**src/rtl/coproc_pkg.sv**
```systemverilog
// Shared definitions for the matrix coprocessor: opcodes, FSM states, element packing.
// No logic of its own.
// Element (r,c) of an N x N matrix lives at bit offset (r*N+c)*ELEM_W.
package coproc_pkg;

    typedef enum logic [1:0] {
        OP_ADD = 2'b00,
        OP_SUB = 2'b01,
        OP_TRN = 2'b10,
        OP_NEG = 2'b11
    } opcode_t;

    typedef enum logic [2:0] {
        S_IDLE   = 3'd0,
        S_RD_A   = 3'd1,
        S_WAIT_A = 3'd2,
        S_RD_B   = 3'd3,
        S_WAIT_B = 3'd4,
        S_EXEC   = 3'd5,
        S_WRITE  = 3'd6,
        S_DONE   = 3'd7
    } state_t;

    // Bit offset of element (r,c) inside a packed matrix word.
    function automatic int elem_off(input int r, input int c, input int n, input int w);
        return (r * n + c) * w;
    endfunction

    // ADD and SUB need a second operand fetched from RAM; TRN and NEG do not.
    function automatic logic op_is_binary(input opcode_t op);
        return (op == OP_ADD) || (op == OP_SUB);
    endfunction

endpackage

```
**src/rtl/matrix_elem_alu.sv**
```systemverilog
// Element-wise matrix ALU: ADD, SUB, TRANSPOSE(A), NEGATE(A) with OR-reduced signed overflow.
// Latency: purely combinational.
// Backpressure: none; the caller registers the result.
module matrix_elem_alu
    import coproc_pkg::*;
#(
    parameter int N      = 5,
    parameter int ELEM_W = 8
) (
    input  logic [N*N*ELEM_W-1:0] i_a,
    input  logic [N*N*ELEM_W-1:0] i_b,
    input  opcode_t               i_op,
    output logic [N*N*ELEM_W-1:0] o_c,
    output logic                  o_ovf
);

    localparam int MSB = ELEM_W - 1;
    localparam logic [ELEM_W-1:0] MOST_NEG = {1'b1, {(ELEM_W-1){1'b0}}};

    logic [ELEM_W-1:0] w_ea;
    logic [ELEM_W-1:0] w_eb;
    logic [ELEM_W-1:0] w_res;

    // Walk every element, compute the wrapped result and flag signed overflow.
    always_comb begin
        o_c   = '0;
        o_ovf = 1'b0;
        w_ea  = '0;
        w_eb  = '0;
        w_res = '0;
        for (int r = 0; r < N; r++) begin
            for (int c = 0; c < N; c++) begin
                w_ea = i_a[elem_off(r, c, N, ELEM_W) +: ELEM_W];
                w_eb = i_b[elem_off(r, c, N, ELEM_W) +: ELEM_W];
                case (i_op)
                    OP_ADD: begin
                        w_res = w_ea + w_eb;
                        if ((w_ea[MSB] == w_eb[MSB]) && (w_res[MSB] != w_ea[MSB])) begin
                            o_ovf = 1'b1;
                        end
                    end
                    OP_SUB: begin
                        w_res = w_ea - w_eb;
                        if ((w_ea[MSB] != w_eb[MSB]) && (w_res[MSB] != w_ea[MSB])) begin
                            o_ovf = 1'b1;
                        end
                    end
                    OP_TRN: begin
                        // Swap row/column; no arithmetic, so never overflows.
                        w_res = i_a[elem_off(c, r, N, ELEM_W) +: ELEM_W];
                    end
                    default: begin
                        // Negating the most-negative value wraps back to itself.
                        w_res = '0 - w_ea;
                        if (w_ea == MOST_NEG) begin
                            o_ovf = 1'b1;
                        end
                    end
                endcase
                o_c[elem_off(r, c, N, ELEM_W) +: ELEM_W] = w_res;
            end
        end
    end

endmodule

```
**src/rtl/matrix_op_sequencer.sv**
```systemverilog
// Matrix coprocessor core: fetch A (and B), run element-wise op, write C back to one RAM port.
// Latency start->done: binary 2*RD_LAT+5 cycles, unary RD_LAT+4 cycles.
// Backpressure: start is only sampled in IDLE; requests while busy are dropped, not queued.
module matrix_op_sequencer
    import coproc_pkg::*;
#(
    parameter int N      = 5,
    parameter int ELEM_W = 8,
    parameter int MEM_W  = 256,
    parameter int AW     = 8,
    parameter int RD_LAT = 1
) (
    input  logic             i_clk,
    input  logic             i_reset_n,
    input  logic             i_start,
    input  logic [1:0]       i_opcode,
    input  logic [AW-1:0]    i_addr_a,
    input  logic [AW-1:0]    i_addr_b,
    input  logic [AW-1:0]    i_addr_c,
    output logic             o_busy,
    output logic             o_done,
    output logic             o_ovf,
    output logic [AW-1:0]    o_mem_addr,
    output logic             o_mem_wren,
    output logic [MEM_W-1:0] o_mem_wdata,
    input  logic [MEM_W-1:0] i_mem_rdata,
    output logic [7:0]       o_dbg_byte
);

    localparam int PW = N * N * ELEM_W;
    localparam int CW = (RD_LAT > 1) ? $clog2(RD_LAT) : 1;

    state_t           r_state;
    state_t           w_state_nxt;
    opcode_t          r_op;
    logic [AW-1:0]    r_addr_a;
    logic [AW-1:0]    r_addr_b;
    logic [AW-1:0]    r_addr_c;
    logic [CW-1:0]    r_wait_cnt;
    logic [PW-1:0]    r_a;
    logic [PW-1:0]    r_b;
    logic [PW-1:0]    r_c;
    logic             r_ovf;
    logic [7:0]       r_dbg;

    logic             w_wait_last;
    logic             w_busy;
    logic             w_done;
    logic             w_wren;
    logic [AW-1:0]    w_addr;
    logic [MEM_W-1:0] w_wdata;
    logic [PW-1:0]    w_alu_c;
    logic             w_alu_ovf;
    logic [7:0]       w_dbg;

    assign w_wait_last = (r_wait_cnt == CW'(RD_LAT - 1));

    // Sign-extend (or truncate) element (0,0) of the result for the LED byte.
    assign w_dbg = 8'($signed(r_c[ELEM_W-1:0]));

    matrix_elem_alu #(
        .N      (N),
        .ELEM_W (ELEM_W)
    ) u_alu (
        .i_a   (r_a),
        .i_b   (r_b),
        .i_op  (r_op),
        .o_c   (w_alu_c),
        .o_ovf (w_alu_ovf)
    );

    // RAM bits above the packed matrix carry nothing for us.
    generate
        if (MEM_W > PW) begin : g_rdata_pad
            logic w_unused_rdata;
            assign w_unused_rdata = ^i_mem_rdata[MEM_W-1:PW];
        end
    endgenerate

    // State register; reset drops straight to IDLE, which kills any pending write.
    always_ff @(posedge i_clk or negedge i_reset_n) begin
        if (!i_reset_n) begin
            r_state <= S_IDLE;
        end else begin
            r_state <= w_state_nxt;
        end
    end

    // Next-state and RAM interface decode; outputs depend on state only so reset clears them at once.
    always_comb begin
        w_state_nxt = r_state;
        w_busy      = 1'b1;
        w_done      = 1'b0;
        w_wren      = 1'b0;
        w_addr      = '0;
        w_wdata     = '0;
        case (r_state)
            S_IDLE: begin
                w_busy = 1'b0;
                if (i_start) begin
                    w_state_nxt = S_RD_A;
                end
            end
            S_RD_A: begin
                w_addr      = r_addr_a;
                w_state_nxt = S_WAIT_A;
            end
            S_WAIT_A: begin
                w_addr = r_addr_a;
                if (w_wait_last) begin
                    w_state_nxt = op_is_binary(r_op) ? S_RD_B : S_EXEC;
                end
            end
            S_RD_B: begin
                w_addr      = r_addr_b;
                w_state_nxt = S_WAIT_B;
            end
            S_WAIT_B: begin
                w_addr = r_addr_b;
                if (w_wait_last) begin
                    w_state_nxt = S_EXEC;
                end
            end
            S_EXEC: begin
                w_state_nxt = S_WRITE;
            end
            S_WRITE: begin
                w_addr      = r_addr_c;
                w_wren      = 1'b1;
                w_wdata     = MEM_W'(r_c);
                w_state_nxt = S_DONE;
            end
            S_DONE: begin
                w_done      = 1'b1;
                w_state_nxt = S_IDLE;
            end
            default: begin
                w_state_nxt = S_IDLE;
            end
        endcase
    end

    // Request latches, read-latency counter, operand capture and result registers.
    always_ff @(posedge i_clk or negedge i_reset_n) begin
        if (!i_reset_n) begin
            r_op       <= OP_ADD;
            r_addr_a   <= '0;
            r_addr_b   <= '0;
            r_addr_c   <= '0;
            r_wait_cnt <= '0;
            r_a        <= '0;
            r_b        <= '0;
            r_c        <= '0;
            r_ovf      <= 1'b0;
            r_dbg      <= '0;
        end else begin
            if ((r_state == S_IDLE) && i_start) begin
                r_op     <= opcode_t'(i_opcode);
                r_addr_a <= i_addr_a;
                r_addr_b <= i_addr_b;
                r_addr_c <= i_addr_c;
                r_ovf    <= 1'b0;
            end

            if (((r_state == S_WAIT_A) || (r_state == S_WAIT_B)) && !w_wait_last) begin
                r_wait_cnt <= r_wait_cnt + 1'b1;
            end else begin
                r_wait_cnt <= '0;
            end

            if ((r_state == S_WAIT_A) && w_wait_last) begin
                r_a <= i_mem_rdata[PW-1:0];
            end
            if ((r_state == S_WAIT_B) && w_wait_last) begin
                r_b <= i_mem_rdata[PW-1:0];
            end

            if (r_state == S_EXEC) begin
                r_c   <= w_alu_c;
                r_ovf <= w_alu_ovf;
            end

            // Loaded on the way into DONE so the LEDs change together with done.
            if (r_state == S_WRITE) begin
                r_dbg <= w_dbg;
            end
        end
    end

    assign o_busy      = w_busy;
    assign o_done      = w_done;
    assign o_ovf       = r_ovf;
    assign o_mem_addr  = w_addr;
    assign o_mem_wren  = w_wren;
    assign o_mem_wdata = w_wdata;
    assign o_dbg_byte  = r_dbg;

endmodule

```
**config.mk**
```make
export PLATFORM = sky130hd
export DESIGN_NAME = matrix_op_sequencer
export DESIGN_NICKNAME = d
export VERILOG_FILES = /design/src/rtl/coproc_pkg.sv /design/src/rtl/matrix_elem_alu.sv /design/src/rtl/matrix_op_sequencer.sv
export SDC_FILE = /design/constraint.sdc
export NUM_CORES = 2
export LEC_CHECK = 0
export ABC_AREA = 0
export CAP_MARGIN = 25
export CORE_AREA = 2 2 301 303
export DETAILED_ROUTE_END_ITERATION = 7
export DIE_AREA = 0 0 303 305
export PLACE_DENSITY = 0.85
export SYNTH_ARGS = -nofsm -noshare
export SYNTH_HDL_FRONTEND = slang
export SYNTH_SLANG_ARGS = --single-unit
```
**constraint.sdc**
```tcl
create_clock -name i_clk -period 4.05 [get_ports i_clk]
set_clock_uncertainty 0.2 [all_clocks]
set_input_delay 0.81 -clock i_clk [delete_from_list [all_inputs] [get_ports i_clk]]
set_output_delay 0.81 -clock i_clk [all_outputs]
set_load 0.02 [all_outputs]
```
# Yosys cells after proc, flatten, opt, wreduce, memory -nomap -nowiden
# Index checks and enable logic that the tools add are counted.
# totals
register_bits	639
input_bits	285
word_cells	425
# classes
add_sub_neg	76
n_eq_ne	137
n_mux	138
n_bitwise	1
n_reduce_logical	62
# ops
operator	n
$pmux W8 S3	26
$add A8 B8 Y8	25
$eq A8 B8 Y1 const B	25
$mux W200	1
$sub A1 B8 Y8 const A	25
$sub A8 B8 Y8	25
$mux W1	81
$ne A1 B1 Y1	75
$pmux W1 S3	25
$logic_and A1 B1 Y1	54
$eq A1 B1 Y1	25
$pmux W3 S8	1
$eq A3 B3 Y1 const B	4
$mux W3	4
$eq A3 B2 Y1 const B	2
$ne A2 B2 Y1 const B	3
$reduce_or A2 Y1	2
$eq A3 B1 Y1 const B	1
$logic_not A3 Y1	1
$reduce_and A3 Y1	1
$eq A2 B1 Y1 const B	1
$eq A2 B2 Y1 const B	1
$logic_not A2 Y1	1
$logic_or A1 B1 Y1	2
3 further kinds	3

# Depth between registers and ports, before layout
# depth
depth_word	54
ltp_mapped	14

# Cells and area by module
# From an unflattened synthesis, not the netlist that was laid out.
# hier_totals
hier_cells	4774
hier_area_um2	47936.0
# by_module_without_submodules
module	instances	cells_each	area_per_inst_um2	seq_area_each_um2
matrix_op_sequencer	1	1693	26065.0	15990.3
matrix_elem_alu	1	3081	21871.0	0.0

# Least setup slack after synthesis
# No wires, ideal clock.
# synth_path
kind	flip-flop to flip-flop
start	reg r_a[81]
end	reg r_ovf (netlist: o_ovf)
setup_time_ns	0.126
arrival_ns	3.006
required_time_ns	3.724
slack_ns	0.718
path_stages_with_launch	12
period_less_slack_ns	3.332
path_cell_list	dfrtp_1 -> ha_1 -> nor2b_1 -> o211ai_1 -> a211oi_1 -> mux2i_1 -> or4_4 -> a2111oi_4 -> a311oi_1 -> a211oi_2 -> o2111ai_1 -> a311o_1
# synth_between
elab_chain_cells	34
elab_cells_between_ends	68
cone_classes	add/sub (2); eq/ne (3); mux (61); reduce/logical (2)
# synth_lines
item	line_no	rtl
start: declaration	matrix_op_sequencer.sv:40	logic [PW-1:0] r_a;
start signal: assignment	matrix_op_sequencer.sv:172	r_a <= i_mem_rdata[PW-1:0];
$sub A8 B8 Y8 / $add A8 B8 Y8 (equally long branches)	matrix_elem_alu.sv:43, matrix_elem_alu.sv:37	
$ne A1 B1 Y1 (on tied branches)	matrix_elem_alu.sv:44, matrix_elem_alu.sv:38	
$logic_and A1 B1 Y1 (on tied branches)	matrix_elem_alu.sv:44, matrix_elem_alu.sv:38	
$mux W1 (on tied branches)	matrix_elem_alu.sv:44, matrix_elem_alu.sv:38	
$pmux W1 S3 *	matrix_elem_alu.sv:35	case (i_op)
$mux W1 (on tied branches)	matrix_elem_alu.sv:55, matrix_elem_alu.sv:38, matrix_elem_alu.sv:44	
$pmux W1 S3 *	matrix_elem_alu.sv:35	
$mux W1 (on tied branches)	matrix_elem_alu.sv:55, matrix_elem_alu.sv:38, matrix_elem_alu.sv:44	
[... 18 more ...]	n/a	
$pmux W1 S3 *	matrix_elem_alu.sv:35	
$mux W1 (on tied branches)	matrix_elem_alu.sv:55, matrix_elem_alu.sv:38, matrix_elem_alu.sv:44	
$pmux W1 S3 *	matrix_elem_alu.sv:35	
$mux W1 (on tied branches)	matrix_elem_alu.sv:55, matrix_elem_alu.sv:38, matrix_elem_alu.sv:44	
$pmux W1 S3 *	matrix_elem_alu.sv:35	
$mux W1 (on tied branches)	matrix_elem_alu.sv:55, matrix_elem_alu.sv:38, matrix_elem_alu.sv:44	
$pmux W1 S3 *	matrix_elem_alu.sv:35	
$mux W1 *	matrix_op_sequencer.sv:178	if (r_state == S_EXEC) begin
end signal: assignment	matrix_op_sequencer.sv:180	r_ovf <= w_alu_ovf;
end: declaration	matrix_op_sequencer.sv:43	logic r_ovf;
# Every way passes the cells marked *; elsewhere a longest branch is shown, timed or not.
# A chain may end at the register's enable or synchronous reset.

# Final worst setup path
# layout_path
start	reg r_state[2]
end	out o_mem_wdata[164]
# layout_between
elab_chain_cells	2
# layout_lines
item	line_no	rtl
start: declaration	matrix_op_sequencer.sv:33	state_t r_state;
start signal: assignment	matrix_op_sequencer.sv:85	r_state <= w_state_nxt;
$eq A3 B3 Y1	matrix_op_sequencer.sv:97	case (r_state)
$mux W200	matrix_op_sequencer.sv:97	
end: declaration	matrix_op_sequencer.sv:25	output logic [MEM_W-1:0] o_mem_wdata,
# Every way passes these cells.

==> metrics.cfg <==
[status]
status = complete, but fails checks
violations = design-rule violations

[logic_synthesis]
postSynthCellCount = 5208
async_flop_share = 1.00
synth_seq_area_share = 0.346
synth.ff_latch_count = 639
synth.cell_area_sq_mm = 0.0462
synth_area_per_cell_sq_um = 8.87
yosys_warnings = 0
netlist-cell-type-count = 80
synth-edff-count = 0
synth_ff_type = dfrtp_1

[place]
dp_hpwl_um = 101000
io_buffers = 448
gp_congestion = 0.938
dpl_cell_area_sq_mm = 0.0520

[job]
maxCapViolations = 0

[critical_path]
worstSetupPathType = reg2out
arrival_ns = 2.90
r2r_slack_ns = 0.23
reg2reg_to = o_ovf$_DFFE_PN0P_
rr_worst_depth = 13
crit_required_ns = 3.04
worstPathMaxFanout = 30
endpoint_kind = output port
r2r-start = r_b[57]$_DFFE_PN0P_
worst_setup_path_start_kind = register

[sta]
fmax_ghz = 0.256
slew_viol_final = 0
hold_viol_final = 0
relSlewSlack = 0.339
fin_setup_tns_ns = 0
tightest_slew_ns = 0.991
setup_viol = 0
fin_crit_sh = 0.965
finalCriticalPeriod_ns = 3.91
rsz0062_at_grt = no

[die]
initial_core_util = 0.517
num_io_pins = 561
die-width_um = 303
dieHeight_um = 305
rows = 110
dieArea_sq_mm = 0.0924
core_sq_mm = 0.0893

[clock_network]
cts_buffers = 77
tritoncts = built
clock_latency_ns = 0.64
clkTransAtPathRegs_ns = 0.06
cts_buffer_depth = 3
clockRootBuffer = clkbuf_16
cts.sinks = 639
htree_levels = 3
cts.hold.buffers_added = 0

[drt]
drcViolationCount = 64
viasPerCell = 5.76
drt_iter0_drc = 3143
route.vias.total = 39321
wl_um = 138000
dr.pass1.iters = 8
ant_nets = 0
wl_per_cell_um = 20.2

[global_routing]
grt_max_degree = 117
grtUsageMet1 = 0.389
antenna_found_initial = 17
grt_busiest_layer = met2
grt_use_met2 = 0.475
grt_pass1_vias = 39117
grt_usage = 0.295
use_met3 = 0.0456
grt_overflow = 0
grt_pass1_wl_um = 216000

[cells_and_area]
final_area_sq_mm = 0.0548
layout-drive-gt1-share = 0.105
mostFrequentLayoutCells = dfrtp_1 (636), nand2_1 (598), o21ai_0 (569)
syn2layout_area_growth_pct = 18.7
final_common_cell = dfrtp_1
layout.nets = 6291
fill_cells = 7285

[power]
ir_drop_uv = 456
power_density_mw_per_mm2 = 996
p_leak_nw = 24.2

[min_path]
hold_path.class = in2async

-- report_power, final --
group / switching, mW / internal (mW)
registers: 3.60 / 9.53
clock network: 2.93 / 4.57
logic: 18.9 / 15.1
-- registers in the layout, indices dropped and copies added (netlist names) --
register,cells
r_a,200
r_b,200
r_c,200
o_dbg_byte,8
r_addr_a,8
r_addr_b,8
r_addr_c,8
r_state,3
r_op,2
o_ovf,1
r_wait_cnt,1
-- worst max-delay path by stage --
| stage | to | start |
|---|---|---|
| floorplan | o_ovf$_DFFE_PN0P_ | r_a[81]$_DFFE_PN0P_ |
| global placement | o_ovf$_DFFE_PN0P_ | r_b[81]$_DFFE_PN0P_ |
| detailed placement | o_ovf$_DFFE_PN0P_ | r_b[81]$_DFFE_PN0P_ |
| CTS | o_mem_wdata[171] | r_state[2]$_DFFE_PN0P_ |
| global route | o_ovf$_DFFE_PN0P_ | r_b[137]$_DFFE_PN0P_ |
| finish | o_mem_wdata[164] | r_state[2]$_DFFE_PN0P_ |
-- routing by layer --
metal,part of all wire,vias up
li1,-,18409
met1,0.42,19166
met2,0.47,1425
met3,0.069,309
met4,0.046,12
met5,0.00060,-
-- through the flow --
stage          hold slack [ns]  power (mW)  instances   util  setup WS [ns]
2_1_floorplan            0.237        36.9       5264      -          0.718
5_1_grt                  0.147        59.0       6825  0.613        0.00989
4_1_cts                 0.0957        54.3       6818  0.613          0.120
3_3_place_gp             0.252        45.0       6677  0.582          0.222
6_report                0.0977        54.6       6831  0.614          0.143
3_5_place_dp             0.254        46.4       6678  0.582          0.209
-- cell type report --
type,count,area [sq um],share of cell area
clock buffer,105,2260,0.0413
antenna,13,32.5,0.000594
tap,1176,1470,0.0268
inverter,354,1340,0.0244
sequential,639,16000,0.292
clock inverter,35,472,0.00861
timing repair buffer,556,5600,0.102
multi-input combinational,3953,27600,0.504
-- cells by family after synthesis --
logic type / Yosys count / share of synthesized area
and+or+nand+nor: 1513 / 0.154
AOI/OAI and AO/OA: 1261 / 0.158
buffers and inverters: 672 / 0.0610
DFF: 639 / 0.346
adders and majority gates: 425 / 0.123
muxes: 408 / 0.102
xor gates and xnor gates: 289 / 0.0548
other: 1 / 0.0000812
-- what timing repair did --
action | 4_1_cts | 5_1_grt
endpoints found under the setup margin | 2 | 1
pin swaps | 0 | 0
setup buffers | 0 | 0
gates resized for setup | 1 | 2
cloned | 0 | 0
endpoints found under the hold margin | 0 | 0
-- worst max-delay path, stage by stage, from the launching register on --
cell and delay [ns]:
dfrtp_2 0.48, inv_1 0.20, nor2_4 0.20, buf_12 0.21, buf_12 0.19, and2_1 0.30, clkdlybuf4s50_1 0.67
-- Yosys cell counts (18+ instances only) --
library cell	number	area, sq um
nand2b_1	41	257
fa_1	50	1000
xor2_1	97	850
a31oi_1	24	150
buf_1	27	101
nand2_1	598	2240
a211oi_1	25	188
nor3_1	94	470
and2_1	210	1310
o21bai_1	36	270
mux2_2	284	3200
nor2_1	322	1210
o21ai_0	569	2850
buf_4	57	428
or3_1	19	119
o31ai_1	38	285
mux4_2	22	495
ha_1	375	4690
nor4_1	18	113
a21o_1	55	413
a21oi_1	349	1750
inv_1	352	1320
nand3b_1	21	158
nor2b_1	78	488
mux2i_1	102	1020
o41ai_1	18	158
nor3b_1	18	135
a211o_1	18	158
clkbuf_1	225	845
nand3_1	27	135
dfrtp_1	639	16000
xnor2_1	192	1680
Note: power is estimated with default switching activity, not from simulation.
